### src/rtl/imem_load_ctrl.sv
// Instruction-memory loader/arbiter: assembles a byte stream into words, then hands the port to fetch.
// Optional `IMEM_CHECKSUM_EN adds the load_csum output (sum of written words).
module imem_load_ctrl #(
   parameter int unsigned DEPTH   = 32,
   parameter int unsigned AW      = 5,
   parameter int unsigned TIMEOUT = 1024
) (
   input  logic          clk,
   input  logic          rst_n,
   input  logic          load_start,
   input  logic [AW:0]   load_len,
   input  logic          run_start,
   input  logic          byte_valid,
   input  logic [7:0]    byte_data,
   output logic          byte_ready,
   input  logic [31:0]   core_pc,
   output logic [AW-1:0] mem_addr,
   output logic          mem_we,
   output logic [31:0]   mem_wdata,
   output logic          cpu_hold,
   output logic          load_done,
   output logic          load_err
`ifdef IMEM_CHECKSUM_EN
   ,
   output logic [31:0]   load_csum
`endif
);

   localparam logic [1:0] StIdle  = 2'd0;
   localparam logic [1:0] StLoad  = 2'd1;
   localparam logic [1:0] StWrite = 2'd2;
   localparam logic [1:0] StRun   = 2'd3;

   localparam int unsigned IW      = $clog2(TIMEOUT + 1);
   localparam logic [AW:0] DepthW  = (AW + 1)'(DEPTH);
   localparam logic [IW-1:0] IdleMax = IW'(TIMEOUT - 1);

   logic [1:0]    state_q, state_d;
   logic [AW:0]   len_q, len_d;
   logic [AW-1:0] addr_q, addr_d;
   logic [1:0]    byte_cnt_q, byte_cnt_d;
   logic [IW-1:0] idle_q, idle_d;
   logic [31:0]   word_q, word_d;
   logic          done_q, done_d;
   logic          err_q, err_d;
   logic [AW:0]   addr_inc;
   logic          accept;
`ifdef IMEM_CHECKSUM_EN
   logic [31:0]   csum_q, csum_d;
`endif

   assign accept   = (state_q == StLoad) && byte_valid;
   assign addr_inc = {1'b0, addr_q} + {{AW{1'b0}}, 1'b1};

   always_comb begin
      state_d    = state_q;
      len_d      = len_q;
      addr_d     = addr_q;
      byte_cnt_d = byte_cnt_q;
      idle_d     = idle_q;
      word_d     = word_q;
      done_d     = 1'b0;
      err_d      = err_q;
`ifdef IMEM_CHECKSUM_EN
      csum_d     = csum_q;
`endif
      case (state_q)
         StIdle, StRun: begin
            if (load_start) begin
               len_d      = load_len;
               addr_d     = '0;
               byte_cnt_d = '0;
               idle_d     = '0;
               word_d     = '0;
               err_d      = 1'b0;
`ifdef IMEM_CHECKSUM_EN
               csum_d     = '0;
`endif
               // Degenerate lengths are resolved at the start edge, never entering LOAD.
               if (load_len == '0) begin
                  state_d = StRun;
                  done_d  = 1'b1;
               end else if (load_len > DepthW) begin
                  err_d   = 1'b1;
                  state_d = StIdle;
               end else begin
                  state_d = StLoad;
               end
            end else if (run_start && (state_q == StIdle)) begin
               state_d = StRun;
            end
         end
         StLoad: begin
            if (accept) begin
               unique case (byte_cnt_q)
                  2'd0: word_d[7:0]   = byte_data;
                  2'd1: word_d[15:8]  = byte_data;
                  2'd2: word_d[23:16] = byte_data;
                  2'd3: word_d[31:24] = byte_data;
                  default: ;
               endcase
               byte_cnt_d = byte_cnt_q + 2'd1;
               idle_d     = '0;
               if (byte_cnt_q == 2'd3) state_d = StWrite;
            end else if (byte_cnt_q != 2'd0) begin
               if (idle_q == IdleMax) begin
                  err_d      = 1'b1;
                  state_d    = StIdle;
                  byte_cnt_d = '0;
                  idle_d     = '0;
               end else begin
                  idle_d = idle_q + 1'b1;
               end
            end
         end
         StWrite: begin
            addr_d     = addr_inc[AW-1:0];
            byte_cnt_d = '0;
`ifdef IMEM_CHECKSUM_EN
            csum_d     = csum_q + word_q;
`endif
            if (addr_inc == len_q) begin
               state_d = StRun;
               done_d  = 1'b1;
            end else begin
               state_d = StLoad;
            end
         end
         default: state_d = StIdle;
      endcase
   end

   always_ff @(posedge clk or negedge rst_n) begin
      if (!rst_n) begin
         state_q    <= StIdle;
         len_q      <= '0;
         addr_q     <= '0;
         byte_cnt_q <= '0;
         idle_q     <= '0;
         word_q     <= '0;
         done_q     <= 1'b0;
         err_q      <= 1'b0;
`ifdef IMEM_CHECKSUM_EN
         csum_q     <= '0;
`endif
      end else begin
         state_q    <= state_d;
         len_q      <= len_d;
         addr_q     <= addr_d;
         byte_cnt_q <= byte_cnt_d;
         idle_q     <= idle_d;
         word_q     <= word_d;
         done_q     <= done_d;
         err_q      <= err_d;
`ifdef IMEM_CHECKSUM_EN
         csum_q     <= csum_d;
`endif
      end
   end

   // Fetch address path is purely combinational so the core sees zero added latency.
   assign mem_addr   = (state_q == StRun) ? core_pc[AW+1:2] : addr_q;
   assign mem_we     = (state_q == StWrite);
   assign mem_wdata  = word_q;
   assign byte_ready = (state_q == StLoad);
   assign cpu_hold   = (state_q != StRun);
   assign load_done  = done_q;
   assign load_err   = err_q;
`ifdef IMEM_CHECKSUM_EN
   assign load_csum  = csum_q;
`endif

   logic unused_pc;
   assign unused_pc = ^{core_pc[31:AW+2], core_pc[1:0]};

endmodule
### config.mk
export PLATFORM = sky130hd
export DESIGN_NAME = imem_load_ctrl
export DESIGN_NICKNAME = d
export VERILOG_FILES = /design/src/rtl/imem_load_ctrl.sv
export SDC_FILE = /design/constraint.sdc
export NUM_CORES = 1
export LEC_CHECK = 0
export BUFFER_PORTS_ARGS = -buffer_cell sky130_fd_sc_hd__buf_2
export CAP_MARGIN = 25
export CORE_MARGIN = 8
export CORE_UTILIZATION = 47
export DETAILED_ROUTE_END_ITERATION = 12
export HOLD_SLACK_MARGIN = 0.06
export PLACE_DENSITY_LB_ADDON = 0.1
export SLEW_MARGIN = 10
export SYNTH_ARGS = -nofsm -noshare
export SYNTH_HDL_FRONTEND = slang
export SYNTH_SLANG_ARGS = --single-unit
### constraint.sdc
create_clock -name clk -period 2.3 [get_ports clk]
set_input_delay 0.345 -clock clk [delete_from_list [all_inputs] [get_ports clk]]
set_output_delay 0.345 -clock clk [all_outputs]
set_load 0.005 [all_outputs]
==> metrics <==
Final #Nets between 300 and 400; DR pass1 iterations 4; CTS clk-pin slew, worst paths ~0.07 ns; Internal approximately 3.1 mW; Critical Path AT 2.28 ns; kind of critical path register to register; met1 WL 3093 um; CORE AREA 0.006314 mm2; sw frac 0.3602; syn avg cell area 11.93 um2; Synth Register Bits 60; die height between 90 and 100 um; antenna violations before repair 0; P&R area growth vs syn 20.61%; Final HPWL DP between 4000 and 5000 um; 1st-iter DRT viols between 50 and 60; die area ~0.0094 mm2; Pins Over Slew Limit 0; Highest Signal Layer met4; worst hold path type input pin to register; Critical Path Sink Type register; Initial Util 0.4855; ratio of cells with drive above 1 in the final layout 0.4239; Final Cycle Share 0.9053; Min Clock Period, post-route between 2 and 2.5 ns; R2R depth 8; Placed Cells 396; met3 WL ~500 um; combinational share of power 0.466; Peak VDD IR about 0.67 mV; EDFF count, synth 0; RSZ-0062 raised after global routing false; ant diodes 0; WP data required 2.50 ns; post-cts sizing count 0; Port Buffer Count 65; first-pass GRT wire length about 11,000 um; post-synth net total 318; FP Rows 29; via-per-instance ratio just over 5; WL met2 roughly 2700 um; # setup viols final 0; # clock sinks 60; clk_skew between 0.008 and 0.009 ns; CTS tree done; most frequent cells in the layout buf_2, dfrtp_1, mux2_2, nor2_1, nand2_1; Worst Setup Start Kind register; setup_tns 0 ns; worst-margin pin slew 0.5441 ns; Leak about 1.9 nW; FFs w/ async S/R, synth 1.000; FMAX 480.3 MHz; prevailing post-synth register cell dfrtp_1; Final Hold Fails 0; Routed Wire Length approximately 6400 um; Bufs on Longest Clock Path 2; Top-Level Pins 93; hold path cells 2; final RePlAce weighted congestion between 0.7 and 0.8; status finished clean; Psw around 1.7 mW; crit path max fanout 7; largest net degree at the start of global routing 39; Root Driver clkbuf_8; DR WL/cell approximately 16 um; Sequential Power Share 0.324; final core occ 0.5856; commonest non-fill, non-tap cell in the layout buf_2; vias in the first global route about 2,300; sequential element share of the synthesized area 0.4898; worst skew pair latency about 0.33 ns; pwr dens 1297 mW/mm2; # DRC 0; Mapped Cells approximately 260; clock power share 0.210; Total GRT Usage 0.1433; Synth cell types 45; synthesized area 0.003065 mm2; post-route ant nets 0; Die W between 90 and 100 um; fin cells about 410; grt ovf 0; post-CTS setup buffer count 0; Rel. slew slack 0.6373; max cap viols 0; H-tree levels 3; Ys Warns 0; Num CTS Buffers 9; Power Total approximately 4.8 mW; Vias 2,113
==> cell usage after synthesis, drive strengths merged, types with 2 or more instances <==
cell,instances,area share
dfrtp,60,0.49
mux2,45,0.18
nor2,19,0.023
nand2,16,0.020
inv,11,0.013
a21oi,10,0.031
ha,10,0.041
xor2,10,0.029
and2,9,0.018
o21ai,9,0.015
buf,6,0.016
nor3,6,0.0098
nand4,5,0.012
nand2b,4,0.011
nand3,4,0.0065
xnor2,4,0.011
a21o,3,0.0078
and3,3,0.0061
mux2i,3,0.011
clkbuf,2,0.0024
nor2b,2,0.0041
nor4,2,0.0061
or2,2,0.0041
==> layer usage <==
| layer | GRT usage | vias to the layer above |
|---|---|---|
| li1 | - | 1049 |
| met1 | 0.1770 | 1007 |
| met2 | 0.2120 | 50 |
| met3 | 0.06472 | 7 |
| met4 | 0.05680 | 0 |
| met5 | 0 | - |
==> layout make-up <==
cell class / instances / area [um2]
clock buffers: 11 / 131.4
clock inverters: 4 / 75.07
fillers: 557 / 2616
inverters: 11 / 41.29
multi-input cells: 178 / 1466
flip-flops and latches: 60 / 1501
well taps: 77 / 96.34
repair buffers: 71 / 385.4
==> final timing paths <==
path,from,end,slack [ns]
worst max-delay path,state_q[0],idle_q[3],0.22
worst min-delay path,load_len[0],len_q[0],0.26
worst max register to register,state_q[0],idle_q[3],0.22
worst min register to register,mem_wdata[14],mem_wdata[14],0.50
max in group asynchronous,rst_n,mem_wdata[31],1.18
min in group asynchronous,rst_n,addr_q[2],0.53
==> power groups by stage <==
stage | clock network [mW] | logic [mW] | registers (mW)
after floorplan | 0 | 1.69 | 1.53
after global placement | 0 | 2.23 | 1.57
after detailed placement | 0 | 2.27 | 1.57
after CTS | 1.04 | 2.28 | 1.56
after global routing | 1.07 | 2.48 | 1.59
final | 1.01 | 2.24 | 1.55
==> timing repair <==
item,in CTS,in global routing
setup endpoints to repair,0,0
hold buffers,1,0
hold endpoints to repair,22,0
==> stage by stage <==
stage          hold WS, ns  setup WS, ns  area, um2
3_5_place_dp        0.3594        0.2191       3481
5_1_grt             0.2543       0.02761       3697
2_1_floorplan      0.04941        0.2653       3065
4_1_cts             0.2357        0.1979       3697
3_3_place_gp        0.3623        0.2492       3481
6_report            0.2557        0.2179       3697
==> state kept, by name, indices dropped and copies added (netlist names) <==
signal and flops:
addr_q 5, byte_cnt_q 2, idle_q 11, len_q 6
load_done 1, load_err 1, mem_wdata 32, state_q 2
==> worst max-delay path: stages (launching register included) <==
cell	delay (ns)
dfrtp_1	0.40
inv_1	0.08
ha_1	0.33
mux2i_2	0.17
buf_4	0.17
a21oi_1	0.41
nand4_1	0.18
xor2_1	0.16
nor2_1	0.05
==> logic make-up (layout without fill, tap and decap cells) <==
kind of cell | after synthesis | after routing | synth area share
simple gates | 75 | 75 | 0.1310
flops | 60 | 60 | 0.4898
mux | 48 | 48 | 0.1861
compound gates | 31 | 31 | 0.08041
buf+inv | 19 | 97 | 0.03184
xor+xnor | 14 | 14 | 0.04000
fa+ha+maj | 10 | 10 | 0.04082
Power figures use the tool's default switching activity.
